## src/rtl/scope_pkg.sv

```systemverilog
// Shared definitions for the oscilloscope acquisition path: FSM encoding,
// sample width and ADC full-scale limit.
package scope_pkg;

   typedef enum logic [1:0] {
      S_ARM     = 2'd0,
      S_CAPTURE = 2'd1,
      S_PLAY    = 2'd2,
      S_HOLD    = 2'd3
   } state_e;

   localparam int VAL_RES = 16;
   localparam int ADC_MAX = 4095;

   // Pointer width for a buffer of the given depth (never narrower than 1 bit).
   function automatic int ptr_w(input int depth);
      return (depth > 1) ? $clog2(depth) : 1;
   endfunction

endpackage

```

## src/rtl/capture_ram.sv

```systemverilog
// DEPTH x W simple dual-port RAM: one write port, one registered read port.
module capture_ram
   import scope_pkg::*;
#(
   parameter int DEPTH = 8,
   parameter int W     = 16,
   localparam int AW   = ptr_w(DEPTH)
) (
   input  logic          clk,
   input  logic          we,
   input  logic [AW-1:0] waddr,
   input  logic [W-1:0]  wdata,
   input  logic          re,
   input  logic [AW-1:0] raddr,
   output logic [W-1:0]  rdata
);

   logic [W-1:0] mem [DEPTH];

   always_ff @(posedge clk) begin
      if (we) mem[waddr] <= wdata;
   end

   always_ff @(posedge clk) begin
      if (re) rdata <= mem[raddr];
   end

endmodule

```

## src/rtl/trigger_capture.sv

```systemverilog
// Decimate ADC samples, wait for a level-crossing (or forced) trigger,
// capture DEPTH samples and replay them as a val/readValEn burst.
module trigger_capture #(
   parameter int VAL_RES      = scope_pkg::VAL_RES,
   parameter int DEPTH        = 8,
   parameter int AUTO_TIMEOUT = 1000000
) (
   input  logic               clk,
   input  logic               rst,
   input  logic [VAL_RES-1:0] adcVal,
   input  logic               adcValid,
   input  logic [VAL_RES-1:0] trigLevel,
   input  logic               trigEdge,
   input  logic               autoMode,
   input  logic [7:0]         decim,
   input  logic               frameReq,
   output logic [VAL_RES-1:0] val,
   output logic               readValEn,
   output logic               frameDone,
   output logic               triggered,
   output logic [1:0]         state
);
   import scope_pkg::*;

   localparam int AW = ptr_w(DEPTH);
   localparam int TW = (AUTO_TIMEOUT > 1) ? $clog2(AUTO_TIMEOUT) : 1;
   localparam logic [VAL_RES-1:0] MAX_V = VAL_RES'(ADC_MAX);

   state_e             state_q, state_d;
   logic               arm_entry_q, arm_entry_d;
   logic [VAL_RES-1:0] level_q, level_d;
   logic               edge_q, edge_d;
   logic [7:0]         decim_q, decim_d;
   logic [7:0]         dec_cnt_q, dec_cnt_d;
   logic [VAL_RES-1:0] prev_q, prev_d;
   logic               prev_valid_q, prev_valid_d;
   logic [TW-1:0]      to_cnt_q, to_cnt_d;
   logic [AW-1:0]      wr_ptr_q, wr_ptr_d;
   logic [AW-1:0]      rd_ptr_q, rd_ptr_d;
   logic               rd_vld_q, rd_vld_d;
   logic               rd_last_q, rd_last_d;
   logic               read_val_en_q, read_val_en_d;
   logic               last_q, last_d;
   logic               frame_done_q, frame_done_d;
   logic [VAL_RES-1:0] val_q, val_d;
   logic               triggered_q, triggered_d;

   logic               we, re;
   logic [AW-1:0]      waddr;
   logic [VAL_RES-1:0] rd_data, cur;
   logic [VAL_RES-1:0] level_eff;
   logic               edge_eff;
   logic [7:0]         decim_eff;
   logic               capturing, accept, hit, to_sat;

   // The first cycle in S_ARM uses the live config while it is being latched.
   assign level_eff = arm_entry_q ? trigLevel : level_q;
   assign edge_eff  = arm_entry_q ? trigEdge  : edge_q;
   assign decim_eff = arm_entry_q ? decim     : decim_q;

   assign cur       = (adcVal > MAX_V) ? MAX_V : adcVal;
   assign capturing = (state_q == S_ARM) || (state_q == S_CAPTURE);
   assign accept    = capturing && adcValid && (dec_cnt_q == 8'd0);
   assign hit       = prev_valid_q && (edge_eff ? (prev_q > level_eff && cur <= level_eff)
                                                : (prev_q < level_eff && cur >= level_eff));
   assign to_sat    = (to_cnt_q == TW'(AUTO_TIMEOUT - 1));

   always_comb begin
      state_d       = state_q;
      arm_entry_d   = arm_entry_q;
      level_d       = level_q;
      edge_d        = edge_q;
      decim_d       = decim_q;
      dec_cnt_d     = dec_cnt_q;
      prev_d        = prev_q;
      prev_valid_d  = prev_valid_q;
      to_cnt_d      = to_cnt_q;
      wr_ptr_d      = wr_ptr_q;
      rd_ptr_d      = rd_ptr_q;
      triggered_d   = triggered_q;
      we            = 1'b0;
      waddr         = wr_ptr_q;
      re            = 1'b0;

      if (arm_entry_q) begin
         level_d     = trigLevel;
         edge_d      = trigEdge;
         decim_d     = decim;
         arm_entry_d = 1'b0;
      end

      if (capturing && adcValid)
         dec_cnt_d = (dec_cnt_q == decim_eff) ? 8'd0 : dec_cnt_q + 8'd1;

      case (state_q)
         S_ARM: begin
            if (!to_sat) to_cnt_d = to_cnt_q + TW'(1);
            if (accept) begin
               prev_d       = cur;
               prev_valid_d = 1'b1;
               if (hit || (autoMode && to_sat)) begin
                  we          = 1'b1;
                  waddr       = '0;
                  wr_ptr_d    = AW'(1);
                  triggered_d = hit;
                  state_d     = S_CAPTURE;
               end
            end
         end
         S_CAPTURE: begin
            if (accept) begin
               we = 1'b1;
               if (wr_ptr_q == AW'(DEPTH - 1)) begin
                  rd_ptr_d = '0;
                  state_d  = S_PLAY;
               end else begin
                  wr_ptr_d = wr_ptr_q + AW'(1);
               end
            end
         end
         S_PLAY: begin
            re       = 1'b1;
            rd_ptr_d = rd_ptr_q + AW'(1);
            if (rd_ptr_q == AW'(DEPTH - 1)) state_d = S_HOLD;
         end
         default: begin
            if (frameReq) begin
               state_d      = S_ARM;
               arm_entry_d  = 1'b1;
               dec_cnt_d    = 8'd0;
               to_cnt_d     = '0;
               prev_valid_d = 1'b0;
            end
         end
      endcase
   end

   // Read pipeline: issue -> RAM register -> output register -> frameDone.
   always_comb begin
      rd_vld_d      = re;
      rd_last_d     = re && (rd_ptr_q == AW'(DEPTH - 1));
      read_val_en_d = rd_vld_q;
      last_d        = rd_last_q;
      frame_done_d  = last_q;
      val_d         = rd_vld_q ? rd_data : val_q;
   end

   always_ff @(posedge clk) begin
      if (rst) begin
         state_q       <= S_ARM;
         arm_entry_q   <= 1'b1;
         level_q       <= '0;
         edge_q        <= 1'b0;
         decim_q       <= 8'd0;
         dec_cnt_q     <= 8'd0;
         prev_q        <= '0;
         prev_valid_q  <= 1'b0;
         to_cnt_q      <= '0;
         wr_ptr_q      <= '0;
         rd_ptr_q      <= '0;
         rd_vld_q      <= 1'b0;
         rd_last_q     <= 1'b0;
         read_val_en_q <= 1'b0;
         last_q        <= 1'b0;
         frame_done_q  <= 1'b0;
         val_q         <= '0;
         triggered_q   <= 1'b0;
      end else begin
         state_q       <= state_d;
         arm_entry_q   <= arm_entry_d;
         level_q       <= level_d;
         edge_q        <= edge_d;
         decim_q       <= decim_d;
         dec_cnt_q     <= dec_cnt_d;
         prev_q        <= prev_d;
         prev_valid_q  <= prev_valid_d;
         to_cnt_q      <= to_cnt_d;
         wr_ptr_q      <= wr_ptr_d;
         rd_ptr_q      <= rd_ptr_d;
         rd_vld_q      <= rd_vld_d;
         rd_last_q     <= rd_last_d;
         read_val_en_q <= read_val_en_d;
         last_q        <= last_d;
         frame_done_q  <= frame_done_d;
         val_q         <= val_d;
         triggered_q   <= triggered_d;
      end
   end

   capture_ram #(.DEPTH(DEPTH), .W(VAL_RES)) u_ram (
      .clk   (clk),
      .we    (we),
      .waddr (waddr),
      .wdata (cur),
      .re    (re),
      .raddr (rd_ptr_q),
      .rdata (rd_data)
   );

   assign val       = val_q;
   assign readValEn = read_val_en_q;
   assign frameDone = frame_done_q;
   assign triggered = triggered_q;
   assign state     = state_q;

endmodule
```

## config.mk

```make
export PLATFORM = sky130hd
export DESIGN_NAME = trigger_capture
export DESIGN_NICKNAME = d
export VERILOG_FILES = /design/src/rtl/scope_pkg.sv /design/src/rtl/capture_ram.sv /design/src/rtl/trigger_capture.sv
export SDC_FILE = /design/constraint.sdc
export NUM_CORES = 1
export LEC_CHECK = 0
export ABC_CLOCK_PERIOD_IN_PS = 12100
export BUFFER_PORTS_ARGS = -buffer_cell sky130_fd_sc_hd__buf_4
export CAP_MARGIN = 20
export CORE_UTILIZATION = 63
export DETAILED_ROUTE_END_ITERATION = 10
export PLACE_DENSITY = 0.82
export RECOVER_POWER = 50
export SLEW_MARGIN = 30
export SYNTH_ARGS = -nofsm -noshare
export SYNTH_HDL_FRONTEND = slang
export SYNTH_HIERARCHICAL = 1
export SYNTH_SLANG_ARGS = --single-unit
```

## constraint.sdc

```tcl
create_clock -name clk -period 12.1 [get_ports clk]
set_input_delay 1.815 -clock clk [delete_from_list [all_inputs] [get_ports clk]]
set_output_delay 1.815 -clock clk [all_outputs]
set_load 0.1 [all_outputs]
```

==> metrics, run 1 <==
outcome complete, but fails checks; violated checks max-capacitance violations, max-slew violations; Hold Path Class register to register; antenna violations before repair 0; hold_buf cts 0; Die Area 17100 sq um; Leakage Power 4.54 nW; warning count from the yosys run 6; CP Data Required Time 12.23 ns; async set-or-reset flop fraction in the synthesized netlist 0%; Max Slew Vio Count 111; critical path's slowest cell nor3_4; CTS tree built; I/O pins 67; Worst Skew 0.00801 ns; DR WL/cell 19.5 um; Diodes inserted 0; clk_lat worst skew 0.51 ns; Total GRT Usage 26.2%; dpl cell area 11200 sq um; ys flop type edfxtp_1; grt met3 use 3.87%; Peak Freq 167 MHz; Area growth, synth to finish 15.7%; fin cells 1101; Final setup viols 0; Vias/cell 5.91; Reg clk slew, reported paths 0.06 ns; DR pass1 iterations 5; unrepaired setup endpoints after global routing no; WL final 21.4 mm; ranking of synthesized cells by area edfxtp_1 41%, dfxtp_1 19%, mux4_1 7.1%, ha_1 5.2%, mux2i_1 4.3%; Worst EP arrival 6.11 ns; WS Path Type primary input to register; Most Crowded Layer GR met2; layout cells sized above 1 15.7%; post-synth top area share 41.5%; DRT iter0 DRCs 467; IO buf count 66; Initial Utilization 65.1%; commonest non-fill, non-tap cell in the layout edfxtp_1; Die W 131 um; Post-CTS Setup Inserts 0; period utilization 49.4%; largest net degree at the start of global routing 75; #FFs+latches synth 245; Distinct cells, synth 58; GR Util met1 33.7%; Resized cells post-CTS 0; Vias 6503; P per Cell Area 149 nW/um^2; Max Root-Sink Buffers 3; pre-CTS WS 5.80 ns; met2 Track Usage GR 44.8%; grt total ovfl 0; Tmin final 5.97 ns; peak supply drop 0.142 mV; Routed Antenna Nets 0; worst slew pin tran 3.26 ns; CP delay by family, top simple AND/OR/NAND/NOR gates; Cell Rows 46; hpwl dp 13.9 mm; cell breakdown of the critical path clkbuf_4 -> nor4_1 -> clkbuf_1 -> nand2b_1 -> ha_1 -> nor2b_1 -> o211ai_1 -> a2111oi_0 -> nor4_1 -> a211o_1 -> a31oi_1 -> nor2b_1 -> nand2b_1 -> nor3_4; commonest non-fill, non-tap cells in the layout 144 x edfxtp_1, 108 x nor2_1, 100 x dfxtp_1; clock sinks 245; final hold vios 0; Setup TNS Final 0 ns; EDFF count, synth 144; Worst slew margin -117%; Post-Synthesis Cells 762; Core Area 16000 sq um; first-pass GRT wire length 33.4 mm; DRC 0; crit start category primary input; die height 131 um; cell area after synthesis 10400 sq um; TritonCTS buffer count 25; Final Net Count 956; max-cap violation count 2; placed cells 1055; Seq/Total Area, Yosys 60.9%; maximum fanout along the worst path 16; design area 12100 sq um; Bufs and invs on worst path 2; root buf cell clkbuf_16; H-tree depth 1; largest area contributor in the synthesized netlist edfxtp_1; Final Wtd Congestion 0.856; critical path endpoint category register; syn_area_per_cell 13.7 sq um; PnR worst setup slack 6.13 ns; number of global-route vias before repair 6464; CP max stage delay 0.82 ns
==> metrics by stage <==
step           hold WS (ns)  power [mW]  util (%)
6_report              0.447        1.80      75.4
5_1_grt               0.479        1.86      75.4
4_1_cts               0.456        1.81      75.3
3_5_place_dp          0.438        1.07      70.2
3_3_place_gp          0.417        1.06      70.2
2_1_floorplan         0.414        1.02         -
==> layout make-up <==
cell class | count | area [sq um]
clock buffer | 40 | 774
clock inverter | 5 | 38.8
fill | 995 | 3940
inverter | 11 | 41.3
multi-input combinational | 509 | 4030
sequential | 245 | 6350
tap | 216 | 270
timing repair buffer | 75 | 556
==> power by group <==
part	switching, mW	total (mW)	internal (mW)
clock	0.304	0.744	0.440
combinational	0.0859	0.143	0.0571
sequential	0.0126	0.912	0.899
total	0.403	1.80	1.40
==> synthesized netlist by cell type, types with 3 or more instances <==
master      n
nor2_1    110
nor2b_1    12
mux4_2      4
a21o_1      5
or3_1       4
mux4_1     28
a31oi_1     4
o21ai_0     9
nor4_1      6
edfxtp_1  144
ha_1       43
mux2_2     17
buf_2       6
nand2b_1   19
dfxtp_1   101
xnor2_1    11
buf_4       3
buf_6       4
and2_1      5
nand4_1    11
nand2_1    27
a21oi_1    27
o211ai_1    3
inv_1      11
and3_1      5
xor2_1     18
mux2i_1    45
nand3_1     8
nor3_1     19
buf_1       3
clkbuf_1   15
==> state kept, by name (all words and copies together) (netlist names), 2 cells and up <==
register     flops
wr_ptr_q         3
level_q         16
u_ram/rdata     16
prev_q          16
to_cnt_q        20
state            2
rd_ptr_q         3
decim_q          8
val             16
dec_cnt_q        8
u_ram/mem      128
==> cells by family (layout without fill, tap and decap cells) <==
group,count (synthesis),count (layout),synth area share [%]
AOI/OAI and AO/OA,63,63,3.90
muxes,94,94,14.1
adders and majority gates,43,43,5.16
and+or+nand+nor,244,244,11.5
xor gates and xnor gates,29,29,2.44
other,1,36,0.0360
DFF,245,245,60.9
buffers and inverters,43,131,2.03
==> layer usage <==
metal  part of all wire (%)  vias up
met5                      0        -
met4                    3.0        0
met3                    5.9       59
met2                     51      217
met1                     41     3221
li1                       -     3006
==> worst paths after layout <==
| path | start | end | slack [ns] | cells after the start |
|---|---|---|---|---|
| setup / recovery | adcVal[15] | u_ram/mem[0][13] | 6.13 | 14 |
| hold / removal | frame_done_d | frameDone | 0.45 | 1 |
| setup reg to reg | arm_entry_q | u_ram/mem[0][13] | 7.42 | 12 |
| hold reg to reg | frame_done_d | frameDone | 0.45 | 1 |
==> worst register-to-register path, delay by kind of cell, from the launching register on <==
family / cells / cell delay (ns)
adders and majority gates: 1 / 0.28
and+or+nand+nor: 6 / 1.96
DFF: 1 / 0.30
AOI/OAI and AO/OA: 3 / 0.84
muxes: 1 / 0.55
buffers and inverters: 1 / 0.37
(Power assumes the default switching activity.)
==> inputs of run 2 (changes only) <==
--- a/config.mk
+++ b/config.mk
@@ -5,12 +5,12 @@
 export SDC_FILE = /design/constraint.sdc
 export NUM_CORES = 1
 export LEC_CHECK = 0
-export ABC_CLOCK_PERIOD_IN_PS = 12100
+export ABC_CLOCK_PERIOD_IN_PS = 6000
 export BUFFER_PORTS_ARGS = -buffer_cell sky130_fd_sc_hd__buf_4
 export CAP_MARGIN = 20
-export CORE_UTILIZATION = 63
+export CORE_UTILIZATION = 60
 export DETAILED_ROUTE_END_ITERATION = 10
-export PLACE_DENSITY = 0.82
+export PLACE_DENSITY = 0.79
 export RECOVER_POWER = 50
 export SLEW_MARGIN = 30
 export SYNTH_ARGS = -nofsm -noshare
==> constraint.sdc (replaced) <==
create_clock -name clk -period 6 [get_ports clk]
set_input_delay 0.9 -clock clk [delete_from_list [all_inputs] [get_ports clk]]
set_output_delay 0.9 -clock clk [all_outputs]
set_load 0.1 [all_outputs]
==> metrics, run 2 (synthesis gave the netlist of run 1 again) <==
Die Area 17900 sq um (+4.9%); WL final 20.1 mm (-6.2%); clock sinks 245 (unchanged); crit start category primary input; max-cap violation count 2 (unchanged); Worst EP arrival 4.82 ns (-1.29 ns); WS Path Type primary input to register; violated checks max-capacitance violations, max-slew violations; first-pass GRT wire length 32.7 mm (-2.1%); Final Net Count 959 (+0.31%); worst slew pin tran 3.31 ns (+0.0546 ns); sequential power share 50.7% (about the same); Final Wtd Congestion 0.813 (-5.0%); hold_buf cts 0 (unchanged); Worst Skew 0.00915 ns (+0.00114 ns); clk_lat worst skew 0.52 ns (about the same); Core Area 16800 sq um (+4.7%); Final setup viols 0 (unchanged); DRT iter0 DRCs 287 (-39%); critical path endpoint category register; die height 134 um (+2.4%); Clock power frac 41.7% (+0.3 points); Die W 134 um (+2.4%); fillers 1123 (+13%); outcome complete, but fails checks; r2r startpoint arm_entry_q; hpwl dp 13.4 mm (-3.8%); Largest regs u_ram/mem x128, to_cnt_q x20; Worst slew margin -121% (-3.6 points); CTS tree built; Max Root-Sink Buffers 3 (unchanged); R2R Path End u_ram/mem[5][7]; Initial Utilization 62.2% (-3.0 points); fin cells 1109 (+0.73%); DR pass1 iterations 6 (+1); P per Cell Area 302 nW/um^2 (+100%); root buf cell clkbuf_16; Vias 6331 (-2.6%); number of global-route vias before repair 6517 (+0.82%); commonest non-fill, non-tap cells in the layout 144 x edfxtp_1, 110 x nor2_1, 99 x dfxtp_1; final hold vios 0 (unchanged); layout cells sized above 1 14.6% (-1.1 points); Area growth, synth to finish 15.3%; Cell Rows 47 (+2.2%); DR WL/cell 18.1 um (-6.9%); hold depth 1 (unchanged); hold endpoint frameDone; I/O pins 67 (unchanged); period utilization 77.0%; hold_sp frame_done_d; antenna violations before repair 0 (unchanged); H-tree depth 1 (unchanged); grt total ovfl 0 (unchanged); Total GRT Usage 23.3% (-2.9 points); placed cells 1063 (+0.76%); largest net degree at the start of global routing 75 (unchanged); TritonCTS buffer count 25 (unchanged); IO buf count 66 (unchanged); Leakage Power 4.52 nW (-0.50%); unrepaired setup endpoints after global routing no; Internal Power 2.82 mW (+100%); maximum fanout along the worst path 16 (unchanged); DRC 0 (unchanged); commonest non-fill, non-tap cell in the layout edfxtp_1; Vias/cell 5.71 (-3.3%); Switching Share 22.2% (-0.14 points); Setup TNS Final 0 ns (unchanged); R2R setup slack 1.89 ns (-5.53 ns); Hold Path Class register to register; Resized cells post-CTS 0 (unchanged); CP Data Required Time 6.20 ns (-6.03 ns); Tmin final 4.62 ns; Routed Antenna Nets 0 (unchanged); Max Slew Vio Count 111 (unchanged); P_sw 0.807 mW (+100%); Biggest register u_ram/mem; R2R depth 12 (unchanged); Reg clk slew, reported paths 0.06 ns (about the same); Diodes inserted 0 (unchanged); Post-CTS Setup Inserts 0 (unchanged); Peak Freq 216 MHz; Comb pwr share 7.6% (-0.4 points); max FFs per register 128 (unchanged); peak supply drop 0.251 mV (+77%)
## run 2: cell types whose count changed in the layout (fill, tap and decap cells not counted), sizes merged
cell / before / now
inv: 13 / 12
clkinvlp: 0 / 1
clkbuf: 44 / 54
clkinv: 3 / 5
bufinv: 0 / 1
buf: 71 / 62
## run 2: power by group through the flow
stage	logic (mW)	registers, mW	clock network, mW
floorplan	0.192	1.87	0
global placement	0.257	1.87	0
detailed placement	0.270	1.87	0
CTS	0.273	1.84	1.54
global route	0.308	1.84	1.61
finish	0.276	1.84	1.51
## run 2: how the worst max path moves through the flow
stage | startpoint | to | slack (ns)
after floorplan | adcVal[15] | u_ram/mem[0][0] | 0.81
after global placement | adcVal[15] | u_ram/mem[2][7] | 1.47
after detailed placement | adcVal[15] | u_ram/mem[2][6] | 1.24
after CTS | arm_entry_q | u_ram/mem[5][7] | 1.60
after global routing | adcVal[15] | u_ram/mem[2][9] | 1.05
final | adcVal[15] | u_ram/mem[5][7] | 1.38
## run 2: worst max-delay path, cell delays in order
cell	delay, ns
clkbuf_4	0.11
nor4_1	0.25
clkbuf_1	0.45
nand2b_1	0.34
ha_1	0.43
nand4_1	0.17
a2111oi_0	0.41
nor4_1	0.14
o211ai_1	0.41
a31oi_1	0.24
nor2_1	0.36
nand2b_1	0.17
nor2_1	0.14
buf_4	0.30
## run 2: through the flow
step | setup slack, ns | hold slack [ns] | power [mW] | utilization (%) | instance area, sq um
detailed placement | 1.24 | 0.427 | 2.14 | 67.2 | 11300
global placement | 1.47 | 0.421 | 2.13 | 67.1 | 11300
finish | 1.38 | 0.443 | 3.63 | 71.7 | 12000
floorplan | 0.811 | 0.414 | 2.07 | - | 10600
global route | 1.05 | 0.464 | 3.76 | 71.7 | 12000
CTS | 1.60 | 0.448 | 3.65 | 72.0 | 12100
## run 2: cell type report
class                      count  area, sq um  share of cell area, %
sequential                   245         6350                   52.8
multi-input combinational    509         4010                   33.3
clock inverter                 8         82.6                  0.687
clock buffer                  38          736                   6.12
tap                          220          275                   2.29
timing repair buffer          78          529                   4.40
inverter                      11         41.3                  0.344
## run 2: metal layers
layer  up-vias  track usage (%)  part of all wire (%)
met5         -                0                     0
met2       197             40.1                    49
li1       3019                -                     -
met4         0             7.20                   2.1
met3        41             3.55                   5.6
met1      3074             30.6                    43
==> inputs of run 3 (changes only) <==
--- a/config.mk
+++ b/config.mk
@@ -5,12 +5,12 @@
 export SDC_FILE = /design/constraint.sdc
 export NUM_CORES = 1
 export LEC_CHECK = 0
-export ABC_CLOCK_PERIOD_IN_PS = 6000
+export ABC_CLOCK_PERIOD_IN_PS = 3800
 export BUFFER_PORTS_ARGS = -buffer_cell sky130_fd_sc_hd__buf_4
 export CAP_MARGIN = 20
-export CORE_UTILIZATION = 60
+export CORE_UTILIZATION = 55
 export DETAILED_ROUTE_END_ITERATION = 10
-export PLACE_DENSITY = 0.79
+export PLACE_DENSITY = 0.76
 export RECOVER_POWER = 50
 export SLEW_MARGIN = 30
 export SYNTH_ARGS = -nofsm -noshare
==> constraint.sdc (replaced) <==
create_clock -name clk -period 3.8 [get_ports clk]
set_input_delay 0.57 -clock clk [delete_from_list [all_inputs] [get_ports clk]]
set_output_delay 0.57 -clock clk [all_outputs]
set_load 0.1 [all_outputs]
==> metrics, run 3 (synthesis gave the netlist of run 1 again) <==
outcome complete, but fails checks; violated checks max-capacitance violations, max-slew violations; Final Wtd Congestion 0.855 (+5.2%); Biggest register u_ram/mem; max FFs per register 128 (unchanged); critical path's slowest cell or3b_1; hold depth 2 (+1); Worst Skew 0.0104 ns (+0.00123 ns); max-cap violation count 1 (-1); I/O pins 67 (unchanged); DRT iter0 DRCs 411 (+43%); Clock power frac 40.9% (-0.8 points); cell breakdown of the critical path buf_12 -> mux2i_4 -> ha_1 -> a21oi_1 -> o21ai_0 -> a21oi_1 -> or3b_1 -> a211o_1 -> a31oi_4 -> a21o_1 -> nand2_4 -> nor3_4 -> buf_12; IO buf count 66 (unchanged); R2R depth 13 (+1); Post-CTS Setup Inserts 0 (unchanged); Setup TNS Final 0 ns (unchanged); R2R setup slack 0.16 ns (-1.73 ns); Die Area 19500 sq um (+9.0%); Worst EP arrival 3.87 ns (-0.95 ns); Reg clk slew, reported paths 0.06 ns (about the same); P_sw 1.30 mW (+61%); Initial Utilization 57.0% (-5.1 points); WS Path Type register to register; WL final 22.1 mm (+9.9%); clk_lat worst skew 0.52 ns (about the same); commonest non-fill, non-tap cells in the layout 144 x edfxtp_1, 103 x nor2_1, 101 x dfxtp_1; root buf cell clkbuf_16; first-pass GRT wire length 35.8 mm (+9.5%); Max Root-Sink Buffers 3 (unchanged); Total GRT Usage 23.5% (+0.20 points); die height 140 um (+4.4%); Cell Rows 49 (+4.3%); P per Cell Area 461 nW/um^2 (+53%); Comb pwr share 8.6% (+1.0 points); number of global-route vias before repair 6796 (+4.3%); worst slew pin tran 3.37 ns (+0.0606 ns); H-tree depth 1 (unchanged); Hold Path Class primary input to register; Tmin final 3.64 ns; DR pass1 iterations 5 (-1); layout cells sized above 1 17.5% (+2.9 points); critical path endpoint category register; Internal Power 4.44 mW (+57%); grt total ovfl 0 (unchanged); Max Slew Vio Count 75 (-32%); Vias 6564 (+3.7%); Switching Share 22.7% (+0.45 points); crit start category register; DRC 0 (unchanged); Largest regs u_ram/mem x128, to_cnt_q x20; Routed Antenna Nets 0 (unchanged); TritonCTS buffer count 25 (unchanged); antenna violations before repair 0 (unchanged); peak supply drop 0.406 mV (+62%); hold_buf cts 0 (unchanged); maximum fanout along the worst path 25 (+9); hpwl dp 14.8 mm (+11%); dpl cell area 11800 sq um (+4.6%); period utilization 95.9%; Final Core Density 68.1% (-3.6 points); commonest non-fill, non-tap cell in the layout edfxtp_1; largest net degree at the start of global routing 75 (unchanged); Leakage Power 4.60 nW (+1.8%); Peak Freq 274 MHz; Final setup viols 0 (unchanged); clock sinks 245 (unchanged); DR WL/cell 19.2 um (+6.2%); CP max stage delay 0.40 ns (-0.05 ns); design area 12500 sq um (+3.6%); final hold vios 0 (unchanged); CP Data Required Time 4.02 ns (-2.18 ns); CTS tree built; unrepaired setup endpoints after global routing no; Core Area 18300 sq um (+9.0%); sequential power share 50.6% (about the same); Area growth, synth to finish 19.5%; Final Net Count 988 (+3.0%); Vias/cell 5.72 (+0.25%); Die W 140 um (+4.4%); Worst slew margin -125% (-4.0 points); Diodes inserted 0 (unchanged)
run 3: changes by cell type in the layout (fill, tap and decap cells not counted), sizes merged:
cell    change
clkbuf     +19
buf         +9
inv         +1
run 3: path summary, 6_finish.rpt:
path	startpoint	to
hold / removal	frameReq	arm_entry_q
setup / recovery	arm_entry_q	u_ram/mem[4][10]
setup reg to reg	arm_entry_q	u_ram/mem[4][10]
hold reg to reg	frame_done_d	frameDone
run 3: worst max-delay path, delay by kind of cell, from the launching register on:
kind            cells  cell delay [ns]
fa+ha+maj           1             0.28
mux                 1             0.32
simple gates        3             0.75
flops               1             0.35
buf+inv             2             0.41
compound gates      6             1.20
run 3: power groups by stage:
stage               clock network, mW  registers, mW  logic [mW]
global placement                    0           2.95       0.459
detailed placement                  0           2.96       0.482
CTS                              2.40           2.90       0.487
global route                     2.52           2.91       0.549
finish                           2.35           2.90       0.492
floorplan                           0           2.96       0.319
run 3: area by class of cell:
class	instances	area [sq um]
fillers	1300	5820
multi-input cells	509	4190
clock inverters	9	86.3
flip-flops and latches	245	6350
well taps	229	287
inverters	11	41.3
repair buffers	107	795
clock buffers	37	711
run 3: what timing repair did:
action / CTS / global route
endpoints found under the hold margin: 0 / 0
endpoints found under the setup margin: 0 / 128
resized for setup: 0 / 9
run 3: routing by layer:
layer / up-vias / global-route usage [%] / share of wire (%)
met1: 3247 / 31.5 / 43
met5: - / 0 / 0
li1: 3072 / - / -
met3: 31 / 3.37 / 5.8
met2: 214 / 40.4 / 49
met4: 0 / 6.07 / 1.5
run 3: metrics by stage:
step | std cells | worst slack (ns) | power (mW) | hold slack, ns
2_1_floorplan | 797 | -0.143 | 3.28 | 0.414
3_3_place_gp | 1101 | -0.0825 | 3.41 | 0.425
3_5_place_dp | 1101 | -0.265 | 3.44 | 0.428
4_1_cts | 1147 | 0.0562 | 5.79 | 0.315
5_1_grt | 1147 | 0.0141 | 5.98 | 0.334
6_report | 1147 | 0.156 | 5.74 | 0.337
